**config.mk**
```make
export PLATFORM = sky130hd
export DESIGN_NAME = rock_drive
export DESIGN_NICKNAME = d
export VERILOG_FILES = /design/src/rtl/rock_drive.sv
export SDC_FILE = /design/constraint.sdc
export NUM_CORES = 1
export LEC_CHECK = 0
export CORE_MARGIN = 1.5
export CORE_UTILIZATION = 40
export DETAILED_ROUTE_END_ITERATION = 10
export SLEW_MARGIN = 20
export SYNTH_ARGS = -nofsm -noshare
export SYNTH_HDL_FRONTEND = slang
export SYNTH_SLANG_ARGS = --single-unit
```
**constraint.sdc**
```tcl
create_clock -name clk -period 7.28 [get_ports clk]
set_input_delay 1.456 -clock clk [delete_from_list [all_inputs] [get_ports clk]]
set_output_delay 1.456 -clock clk [all_outputs]
set_load 0.01 [all_outputs]
```
**src/rtl/rock_drive.sv**
```systemverilog
// Triangle position setpoint generator for the cradle actuator. Frequency and
// amplitude requests are edge-detected, saturated, and applied at upward zero crossings.
module rock_drive #(
    parameter int unsigned ACC_W     = 16,
    parameter int unsigned FREQ_W    = 8,
    parameter int unsigned FREQ_INIT = 32,
    parameter int unsigned FREQ_MIN  = 4,
    parameter int unsigned FREQ_MAX  = 200,
    parameter int unsigned FSTEP     = 4,
    parameter int unsigned AMP_W     = 8,
    parameter int unsigned AMP_INIT  = 100,
    parameter int unsigned AMP_MIN   = 10,
    parameter int unsigned AMP_MAX   = 127,
    parameter int unsigned ASTEP     = 8,
    parameter int unsigned RECOVER   = 16
) (
    input  logic                    clk,
    input  logic                    reset,
    input  logic                    amin,
    input  logic                    fplus,
    input  logic                    fmin,
    output logic signed [AMP_W:0]   pos,
    output logic                    dir,
    output logic                    period_done,
    output logic [FREQ_W-1:0]       freq_cur,
    output logic [AMP_W-1:0]        amp_cur
);

    localparam int unsigned CNT_W = (RECOVER > 1) ? $clog2(RECOVER) : 1;
    localparam logic [CNT_W-1:0]   CNT_LAST  = CNT_W'(RECOVER - 1);

    localparam logic [FREQ_W-1:0]  F_INIT    = FREQ_W'(FREQ_INIT);
    localparam logic [FREQ_W-1:0]  F_MIN     = FREQ_W'(FREQ_MIN);
    localparam logic [FREQ_W-1:0]  F_MAX     = FREQ_W'(FREQ_MAX);
    localparam logic [FREQ_W-1:0]  F_STEP    = FREQ_W'(FSTEP);
    localparam logic [FREQ_W:0]    F_STEP_X  = (FREQ_W+1)'(FSTEP);
    localparam logic [FREQ_W:0]    F_MAX_X   = (FREQ_W+1)'(FREQ_MAX);
    localparam logic [FREQ_W:0]    F_LOW_X   = (FREQ_W+1)'(FREQ_MIN + FSTEP);

    localparam logic [AMP_W-1:0]   A_INIT    = AMP_W'(AMP_INIT);
    localparam logic [AMP_W-1:0]   A_MIN     = AMP_W'(AMP_MIN);
    localparam logic [AMP_W-1:0]   A_MAX     = AMP_W'(AMP_MAX);
    localparam logic [AMP_W-1:0]   A_STEP    = AMP_W'(ASTEP);
    localparam logic [AMP_W:0]     A_ONE_X   = (AMP_W+1)'(1);
    localparam logic [AMP_W:0]     A_MAX_X   = (AMP_W+1)'(AMP_MAX);
    localparam logic [AMP_W:0]     A_LOW_X   = (AMP_W+1)'(AMP_MIN + ASTEP);

    localparam logic signed [AMP_W:0] POS_ONE = (AMP_W+1)'(1);

    typedef enum logic {
        DIR_DOWN = 1'b0,
        DIR_UP   = 1'b1
    } dir_e;

    logic [ACC_W-1:0]        acc_q, acc_d;
    logic signed [AMP_W:0]   pos_q, pos_d;
    dir_e                    dir_q, dir_d;
    logic                    pd_q;
    logic [FREQ_W-1:0]       freq_cur_q, freq_cur_d;
    logic [FREQ_W-1:0]       freq_pend_q, freq_pend_d;
    logic [AMP_W-1:0]        amp_cur_q, amp_cur_d;
    logic [AMP_W-1:0]        amp_pend_q, amp_pend_d;
    logic [CNT_W-1:0]        rec_cnt_q, rec_cnt_d;
    logic                    amin_h_q, fplus_h_q, fmin_h_q;

    logic                    amin_req, fplus_req, fmin_req;
    logic [ACC_W:0]          acc_sum;
    logic                    tick;
    logic                    xing;
    logic signed [AMP_W:0]   amp_s;
    logic [FREQ_W:0]         freq_up;
    logic [AMP_W:0]          amp_up;

    assign amin_req  = amin  & ~amin_h_q;
    assign fplus_req = fplus & ~fplus_h_q;
    assign fmin_req  = fmin  & ~fmin_h_q;

    assign acc_sum = {1'b0, acc_q} + (ACC_W+1)'(freq_cur_q);
    assign tick    = acc_sum[ACC_W];
    assign acc_d   = acc_sum[ACC_W-1:0];

    assign amp_s   = signed'({1'b0, amp_cur_q});
    assign freq_up = {1'b0, freq_pend_q} + F_STEP_X;
    assign amp_up  = {1'b0, amp_pend_q} + A_ONE_X;

    // Triangle stepping; a crossing is any tick that lands pos on 0 coming from -1.
    always_comb begin
        pos_d = pos_q;
        dir_d = dir_q;
        xing  = 1'b0;
        if (tick) begin
            if (amp_cur_q == '0) begin
                pos_d = '0;
                dir_d = DIR_UP;
                xing  = 1'b1;
            end else begin
                if (dir_q == DIR_UP) begin
                    if (pos_q == amp_s) begin
                        dir_d = DIR_DOWN;
                        pos_d = pos_q - POS_ONE;
                    end else begin
                        pos_d = pos_q + POS_ONE;
                    end
                end else begin
                    if (pos_q == -amp_s) begin
                        dir_d = DIR_UP;
                        pos_d = pos_q + POS_ONE;
                    end else begin
                        pos_d = pos_q - POS_ONE;
                    end
                end
                xing = (pos_q == '1) && (pos_d == '0);
            end
        end
    end

    always_comb begin
        freq_pend_d = freq_pend_q;
        if (fplus_req && !fmin_req) begin
            freq_pend_d = (freq_up > F_MAX_X) ? F_MAX : freq_up[FREQ_W-1:0];
        end else if (fmin_req && !fplus_req) begin
            freq_pend_d = ({1'b0, freq_pend_q} < F_LOW_X) ? F_MIN : (freq_pend_q - F_STEP);
        end
    end

    // An amin request pre-empts a recovery step falling on the same edge.
    always_comb begin
        amp_pend_d = amp_pend_q;
        rec_cnt_d  = rec_cnt_q;
        if (amin_req) begin
            amp_pend_d = ({1'b0, amp_pend_q} < A_LOW_X) ? A_MIN : (amp_pend_q - A_STEP);
            rec_cnt_d  = '0;
        end else if (xing) begin
            if (rec_cnt_q == CNT_LAST) begin
                rec_cnt_d  = '0;
                amp_pend_d = (amp_up > A_MAX_X) ? A_MAX : amp_up[AMP_W-1:0];
            end else begin
                rec_cnt_d  = rec_cnt_q + CNT_W'(1);
            end
        end
    end

    // Setpoints load from the next-state pending values so a same-edge request is kept.
    assign freq_cur_d = xing ? freq_pend_d : freq_cur_q;
    assign amp_cur_d  = xing ? amp_pend_d  : amp_cur_q;

    always_ff @(posedge clk or negedge reset) begin
        if (!reset) begin
            acc_q       <= '0;
            pos_q       <= '0;
            dir_q       <= DIR_UP;
            pd_q        <= 1'b0;
            freq_cur_q  <= F_INIT;
            freq_pend_q <= F_INIT;
            amp_cur_q   <= A_INIT;
            amp_pend_q  <= A_INIT;
            rec_cnt_q   <= '0;
            amin_h_q    <= 1'b1;
            fplus_h_q   <= 1'b1;
            fmin_h_q    <= 1'b1;
        end else begin
            acc_q       <= acc_d;
            pos_q       <= pos_d;
            dir_q       <= dir_d;
            pd_q        <= xing;
            freq_cur_q  <= freq_cur_d;
            freq_pend_q <= freq_pend_d;
            amp_cur_q   <= amp_cur_d;
            amp_pend_q  <= amp_pend_d;
            rec_cnt_q   <= rec_cnt_d;
            amin_h_q    <= amin;
            fplus_h_q   <= fplus;
            fmin_h_q    <= fmin;
        end
    end

    assign pos         = pos_q;
    assign dir         = dir_q;
    assign period_done = pd_q;
    assign freq_cur    = freq_cur_q;
    assign amp_cur     = amp_cur_q;

endmodule
```
### Yosys cells after proc, flatten, opt, wreduce, memory -nomap -nowiden

Index checks and enable logic that the tools add are counted.

* output and inout bits: 27
* register bits: 66
* logic and storage cells: 67
* bits of input ports: 5

* reductions and logical operators: 8
* eq/ne operators: 4
* $lt $le $gt $ge: 4
* bitwise logic cells: 6
* mux-type cells: 24
* add/subtract/negate cells: 9

Operator list (number)
* $mux W8: 9
* $mux W9: 6
* $eq A9 B9 Y1: 2
* $add A16 B8 Y17: 1
* $mux W4: 3
* $add A8 B1 Y9 const B: 1
* $add A8 B3 Y9 const B: 1
* $add A9 B2 Y9 const B: 1
* $eq A9 B9 Y1 const B: 1
* $gt A9 B7 Y1 const B: 1
* $gt A9 B8 Y1 const B: 1
* $logic_not A9 Y1: 1
* $neg A8 Y9: 1
* $sub A9 B2 Y9 const B: 1
* $logic_not A8 Y1: 1
* $lt A8 B4 Y1 const B: 1
* $lt A8 B5 Y1 const B: 1
* $sub A8 B3 Y8 const B: 1
* $sub A8 B4 Y8 const B: 1
* $mux W1: 6
* $add A4 B1 Y4 const B: 1
* $eq A4 B4 Y1 const B: 1
* $and A1 B1 Y1: 3
* $logic_and A1 B1 Y1: 3
* other kinds (3): 6

### Longest topological paths before layout

Gate-level depths: netlist of the first run.

* word-level depth: 12
* depth in mapped cells: 16
* gate-level depth less buffers: 14

### Worst setup path after synthesis of the first run

Ideal clock, no wire load.

* path type: register -> register
* start point: reg amp_cur_q[1], in the netlist amp_cur[1]
* end point: reg amp_cur_q[4], in the netlist amp_cur[4]
* clock period less this slack: 3.944 ns
* arrival time: 3.819 ns
* setup slack: 3.336 ns
* stages on the path, launching flop included: 14
* path buffers: 2
* data required time: 7.155 ns
* setup time: 0.125 ns
* cells stage by stage: dfrtp_1 -> inv_1 -> ha_1 -> or4b_4 -> or4b_1 -> a211o_1 -> a22oi_2 -> a21oi_4 -> mux2i_1 -> or4_4 -> o31ai_2 -> buf_4 -> buf_6 -> mux2_2

* word-level cells in the longest chain between the ends: 12
* elaborated cells on any way between the ends: 15
* classes of those cells: 1 x add/sub; 2 x eq/ne; 9 x mux; 3 x reduce/logical

RTL lines
* from (decl): line 61 `logic [AMP_W-1:0] amp_cur_q, amp_cur_d;`
* from (signal assigned): line 168 `amp_cur_q <= amp_cur_d;`
* $neg A8 Y9: line 105 `if (pos_q == -amp_s) begin`
* $eq A9 B9 Y1: line 105
* $mux W9: line 105
* $mux W9: line 97 `if (dir_q == DIR_UP) begin`
* $mux W9: line 92 `if (amp_cur_q == '0) begin`
* $mux W9: line 91 `if (tick) begin`
* $logic_not A9 Y1: line 112 `xing = (pos_q == '1) && (pos_d == '0);`
* $logic_and A1 B1 Y1: line 112
* $mux W1 (*): line 92
* $mux W1 (*): line 91
* $mux W8: line 133 `end else if (xing) begin`
* $mux W8: line 130 `if (amin_req) begin`

Mark *: on every way between the ends. The rest lies on a longest branch, timed or not. The select of a mux whose other input is x is not followed.
A chain may end at the register's enable or synchronous reset.

### Final worst setup path of the first run

* start point: reg amp_cur_q[1], in the netlist amp_cur[1]
* end point: reg amp_cur_q[7], in the netlist amp_cur[7]

* word-level cells in the longest chain between the ends: 12
* elaborated cells on any way between the ends: 15
* classes of those cells: 1 x add/sub; 2 x eq/ne; 9 x mux; 3 x reduce/logical

RTL lines
* $neg A8 Y9: line 105
* $eq A9 B9 Y1: line 105
* $mux W9: line 105
* $mux W9: line 97
* $mux W9: line 92
* $mux W9: line 91
* $logic_not A9 Y1: line 112
* $logic_and A1 B1 Y1: line 112
* $mux W1 (*): line 92
* $mux W1 (*): line 91
* $mux W8 (*): line 133
* $mux W8 (*): line 130
* net amp_pend_d[7]: line 62 `logic [AMP_W-1:0] amp_pend_q, amp_pend_d;`

Mark *: on every way through the listed nets, which the timed path passes. The rest lies on a longest branch. The select of a mux whose other input is x is not followed.

==> flow_metrics.tcl, run 1 <==
set metrics [dict create \
    number_of_library_cell_types_mapped_by_synthesis 67 \
    tritoncts "yes" \
    syn_area_per_cell_um2 9.06 \
    netlist_area_mm2 0.00431 \
    synthesis.instances 476 \
    ios 32 \
    core.rowCount 37 \
    sum_of_net_half_perimeters_after_detailed_placement_um 6940 \
    p_comb_frac 0.243 \
    fin_worst_skew_ps 10.2 \
    ffs_w_async_s_r_synth 1.00 \
    crit_family "simple AND/OR/NAND/NOR gates" \
    portion_of_the_post_synthesis_area_used_by_sequential_elements 0.386 \
    post-cts-setup-buffer-count 0 \
    num_vias 3514 \
    die_area_mm2 0.0114 \
    cap_viol_max_count 0 \
    clkPwrFrac 0.270 \
    slew-limit-headroom 0.439 \
    placeableCoreArea_mm2 0.0104 \
    timing.hold.worst.class "reg2reg" \
    start_kind "flop" \
    grt_first_pass_wirelength_um 17000 \
    clk_pin_slew_worst_paths_ps 70 \
    critical_path_cell_count 13 \
    cp.arrival_ps 4590 \
    synth_largest_type_area_fraction 0.313 \
    wirelength_um 9830 \
    floorplan.initialDensity 0.416 \
    dieHeight_um 107 \
    post_synth_edffs 0 \
    cts_hold_repair.buffers 0 \
    power.leakage_nw 2.11 \
    timing.critical_path.required_ps 7510 \
    r2r.worst_path.cells 13 \
    number_of_iterations_in_the_first_detailed_routing_pass 5 \
    setup_violation_total_in_the_final_timing_report 0 \
    clk_root_buffer_cell "clkbuf_8" \
    hold_ws_ps 470 \
    final_antenna_net_count 0 \
    num_antenna_cells 0 \
    grt_max_degree 67 \
    cts_inserted_buffers 9 \
    timing.critical_path.to_type "flop" \
    port_buffer_count 31 \
    critical_path_peak_fanout 19 \
    syn_to_final_growth_pct 13.2 \
    clock_latency_ps 350 \
    grt_antenna_before_repair 0 \
    synth_flop_type "dfrtp_1" \
    synthDominantAreaCellType "dfrtp_1" \
    worst_path_max_delay_cell "or4_4" \
    clock_tree.buffer_depth 2 \
    place_congestion 0.894 \
    nNetsFinal 525 \
    ctsHtreeMaxLevel 3 \
    status "finished, final reports clean" \
    yosys_warnings 0 \
    cp.buffers_inverters 1 \
    path_class "reg2reg" \
    final.setup.tns_ps 0 \
    routed_length_per_instance_um 15.4 \
    postCtsResizedCells 0 \
    r2r_slack_ps 2920 \
    post_route_cells_drive_above_1_share 0.117 \
    first_iter_violations 191 \
    global_route.usage.total 0.188 \
    route.detailed.vias_per_inst 5.49 \
    fp.dieW_um 107 \
    layout_worst_path_cycle_share 0.599 \
    unrepaired_setup_endpoints_after_global_routing "no" \
    cts_num_sinks 66 \
    drcViolationCount 0 \
    powerDensity_mw_per_mm2 205 \
    path_cells "inv_1 -> ha_1 -> or4b_4 -> or4b_1 -> a211o_1 -> a22oi_2 -> a21oi_4 -> mux2i_1 -> or4_4 -> o31a_1 -> o21ai_2 -> o22ai_1 -> mux2_2" \
    number_of_nets_in_the_synthesized_netlist 502 \
    synth_area_leaders "dfrtp_1, dfstp_2, ha_1" \
    yosysMostFrequentCell "dfrtp_1" \
    vias_in_the_first_global_route 3378 \
    critical_path.max_stage_delay_ps 550 \
    hold_violations 0 \
    synth_top_cells_by_count "dfrtp_1, nor2_1, nand2_1, a21oi_1" \
    grt_overflow 0 \
    final-max-slew-violation-count 0 \
    intPower_mw 0.664 \
    ys_seq_elements 66 \
    swShare 0.337 \
    worst_ir_drop_vdd_mv 0.130 \
    fin_crit_ps 4360 \
    switchingPower_mw 0.337 \
    power.sequential.fraction 0.487 \
    peak_freq_ghz 0.229 \
    timing_worst_slew_pin_value_ps 842 \
    whs_path_depth 1 \
]
metrics by stage:
step | area, um2 | setup slack [ps] | cells | total power, mW | utilization
final | 4880 | 2920 | 640 | 1.00 | 0.471
after global routing | 4880 | 2590 | 640 | 1.08 | 0.471
after CTS | 4880 | 2900 | 640 | 1.01 | 0.471
after detailed placement | 4720 | 2920 | 624 | 0.736 | 0.455
after global placement | 4720 | 3020 | 624 | 0.733 | 0.455
after floorplan | 4310 | 3340 | 476 | 0.675 | -
cell type report:
cell class | count | area, um2
Multi-Input combinational cell | 362 | 2450
Inverter | 25 | 93.8
Clock inverter | 3 | 15.0
Tap cell | 136 | 170
Fill cell | 1021 | 5490
Sequential cell | 66 | 1670
Timing Repair Buffer | 35 | 335
Clock buffer | 13 | 149
cell families after synthesis:
logic type | after synthesis | synth area share
compound gates | 115 | 0.189
xor+xnor | 34 | 0.0708
fa+ha+maj | 21 | 0.0627
buf+inv | 48 | 0.0447
flops | 66 | 0.386
mux | 17 | 0.0455
simple gates | 175 | 0.200
state kept, by name (all words and copies together) (netlist names):
| name | cells |
|---|---|
| freq_pend_q | 8 |
| rec_cnt_q | 4 |
| amp_pend_q | 8 |
| period_done | 1 |
| pos | 9 |
| fmin_h_q | 1 |
| amin_h_q | 1 |
| fplus_h_q | 1 |
| freq_cur | 8 |
| amp_cur | 8 |
| dir | 1 |
| acc_q | 16 |
layout by cell type, fill, tap and decap left out, types with 5 or more instances in the layout:
cell type,Yosys,final
nor2_1,48,48
ha_1,20,20
nand3_1,15,15
nand2b_1,10,10
o21ai_0,25,25
and2_1,5,5
nand4_1,8,8
nor3_1,16,16
clkdlybuf4s50_1,0,30
mux2i_1,5,5
dfrtp_1,54,54
xor2_1,15,15
nand2_1,39,39
a21oi_1,29,29
and3_1,7,7
clkbuf_8,0,10
mux2_2,11,11
dfstp_2,12,12
inv_1,25,25
xnor2_1,18,18
nor2b_1,7,7
or4_1,5,5
power by group through the flow:
stage | Clock [mW] | Sequential [mW] | Combinational [mW]
after global placement | 0 | 0.494 | 0.239
final | 0.270 | 0.488 | 0.243
after CTS | 0.282 | 0.487 | 0.245
after detailed placement | 0 | 0.492 | 0.244
after global routing | 0.298 | 0.497 | 0.281
after floorplan | 0 | 0.457 | 0.217
routing by layer:
metal / GRT usage / wire length, um / vias to the layer above
li1: - / - / 1741
met1: 0.272 / 4830 / 1693
met2: 0.278 / 4420 / 68
met3: 0.0419 / 440 / 12
met4: 0.0600 / 137 / 0
met5: 0 / 0 / -
final timing paths:
path,from,endpoint
hold / removal,acc_q[0],acc_q[0]
hold reg to reg,acc_q[0],acc_q[0]
min in group asynchronous,reset,rec_cnt_q[1]
setup / recovery,amp_cur[1],amp_cur[7]
setup reg to reg,amp_cur[1],amp_cur[7]
max in group asynchronous,reset,amp_pend_q[4]
No activity file was read; power rests on OpenSTA's default activity.
==> inputs of run 2 (changes only) <==
clock period = 4.05 ns   (was 7.28 ns; I/O delays follow)
==> run 2 against run 1 <==
  * Cell count increased by 3.9%
  * Maximum frequency increased by 9.2%
  * Design area increased by 6.3%
  * Sequential share of layout area decreased by 2.0 points
  * Non-clock buffer count increased by 25
  * Die area unchanged
  * Sequential power increased by 80%
  * Sequential cell count unchanged
  * Global-route usage increased by 0.86 points
  * Hold slack improved by 2.3 ps
  * First-iteration DRC count increased by 14%
  * Highest routed layer unchanged
==> flow_metrics.tcl, run 2 (synthesis results as in run 1) <==
set metrics [dict create \
    placed_cell_area_mm2 0.00486 \
    p_comb_frac 0.236 \
    clock_tree.buffer_depth 2 \
    swShare 0.344 \
    clk_pin_slew_worst_paths_ps 80 \
    timing_worst_slew_pin_value_ps 921 \
    fin_crit_ps 3990 \
    fp.dieW_um 107 \
    layout.cells.most_common "dfrtp_1" \
    critical_path_peak_fanout 6 \
    power.sequential.fraction 0.461 \
    final_antenna_net_count 0 \
    cap_viol_max_count 0 \
    timing.hold.worst.class "reg2reg" \
    clk_root_buffer_cell "clkbuf_8" \
    grt_antenna_before_repair 0 \
    largest_reg_flops 16 \
    fin_area_mm2 0.00519 \
    nNetsFinal 550 \
    vias_in_the_first_global_route 3450 \
    core.rowCount 37 \
    layout_worst_path_cycle_share 0.986 \
    syn_to_final_growth_pct 20.4 \
    global_route.usage.total 0.197 \
    layout_common_cells "dfrtp_1, nor2_1, nand2_1, clkdlybuf4s50_1, a21oi_1" \
    final_cells 665 \
    drcViolationCount 0 \
    largest_register "acc_q" \
    placeableCoreArea_mm2 0.0104 \
    place_congestion 0.908 \
    tritoncts "yes" \
    number_of_placed_instances_taps_included 641 \
    filler_cell_count 1006 \
    cp.arrival_ps 4230 \
    grt_first_pass_wirelength_um 17600 \
    final-max-slew-violation-count 0 \
    clkPwrFrac 0.303 \
    routed_length_per_instance_um 15.7 \
    port_buffer_count 31 \
    setup_violation_total_in_the_final_timing_report 0 \
    hold_violations 0 \
    r2r_slack_ps 60 \
    cts_inserted_buffers 9 \
    worst_ir_drop_vdd_mv 0.256 \
    path_class "reg2reg" \
    power.leakage_nw 2.27 \
    sum_of_net_half_perimeters_after_detailed_placement_um 7530 \
    cts_num_sinks 66 \
    first_iter_violations 218 \
    peak_freq_ghz 0.250 \
    intPower_mw 1.25 \
    route.detailed.vias_per_inst 5.53 \
    num_vias 3675 \
    slew-limit-headroom 0.386 \
    dieHeight_um 107 \
    die_area_mm2 0.0114 \
    clock_latency_ps 350 \
    timing.critical_path.required_ps 4290 \
    switchingPower_mw 0.655 \
    timing.critical_path.to_type "flop" \
    start_kind "flop" \
    final_core_utilization 0.501 \
    floorplan.initialDensity 0.416 \
    number_of_iterations_in_the_first_detailed_routing_pass 5 \
    status "finished, final reports clean" \
    grt_overflow 0 \
    unrepaired_setup_endpoints_after_global_routing "yes" \
    wirelength_um 10400 \
    powerDensity_mw_per_mm2 367 \
    fin_worst_skew_ps 17.2 \
    post_route_cells_drive_above_1_share 0.176 \
    num_antenna_cells 0 \
    ios 32 \
    grt_max_degree 39 \
    ctsHtreeMaxLevel 3 \
]
-- run 2: power by group through the flow --
stage	Combinational, mW	Clock [mW]	Sequential, mW
floorplan	0.391	0	0.822
global placement	0.429	0	0.885
detailed placement	0.439	0	0.886
CTS	0.442	0.596	0.875
global route	0.521	0.619	0.893
finish	0.449	0.577	0.879
-- run 2: final timing paths --
path / from / to / cells past startpoint
min: acc_q[14] / acc_q[14] / 1
max: amp_cur[0] / amp_cur[7] / 13
min reg2reg: acc_q[14] / acc_q[14] / 1
max reg2reg: amp_cur[0] / amp_cur[7] / 13
min in group asynchronous: reset / acc_q[13] / 1
max in group asynchronous: reset / freq_cur[5] / 2
-- run 2: layout make-up --
| cell class | instances | area, um2 | area share |
|---|---|---|---|
| multi-input cells | 362 | 2510 | 0.484 |
| clock buffers | 9 | 124 | 0.0239 |
| well taps | 136 | 170 | 0.0328 |
| clock inverters | 7 | 77.6 | 0.0149 |
| inverters | 25 | 93.8 | 0.0181 |
| flip-flops and latches | 66 | 1670 | 0.321 |
| repair buffers | 60 | 548 | 0.106 |
-- run 2: metal layers --
metal / vias to the layer above / wire length, um / track usage
met4: 0 / 119 / 0.0552
met2: 102 / 4740 / 0.292
met5: - / 0 / 0
met3: 11 / 467 / 0.0401
met1: 1766 / 5110 / 0.290
li1: 1796 / - / -
-- run 2: repair_timing --
action                     CTS  global route
setup endpoints to repair    0            14
hold buffers                 0             0
gates resized for setup      0            10
buffers inserted             0             8
-- run 2: through the flow --
stage,hold slack (ps),setup TNS [ps],setup slack [ps],power (mW)
after floorplan,438,0,106,1.21
after global placement,454,0,171,1.31
after detailed placement,456,0,34.1,1.32
after CTS,475,0,47.9,1.91
after global routing,492,-95.4,-58.9,2.03
final,472,0,55.3,1.90
-- run 2: critical path, cell delays in order (launching register included) --
cell	delay (ps)
dfrtp_1	390
inv_2	80
ha_4	130
or4b_4	460
or4b_1	470
a211o_1	280
a22oi_2	220
a21oi_4	120
mux2i_2	180
or4_4	580
o31a_1	380
o21ai_2	220
o22ai_2	100
mux2_2	270
==> inputs of run 3 (changes only) <==
ABC_CLOCK_PERIOD_IN_PS = 4050   (was unset)
==> results of run 3 <==
Final layout, timing and power as in run 2 (identical DEF).
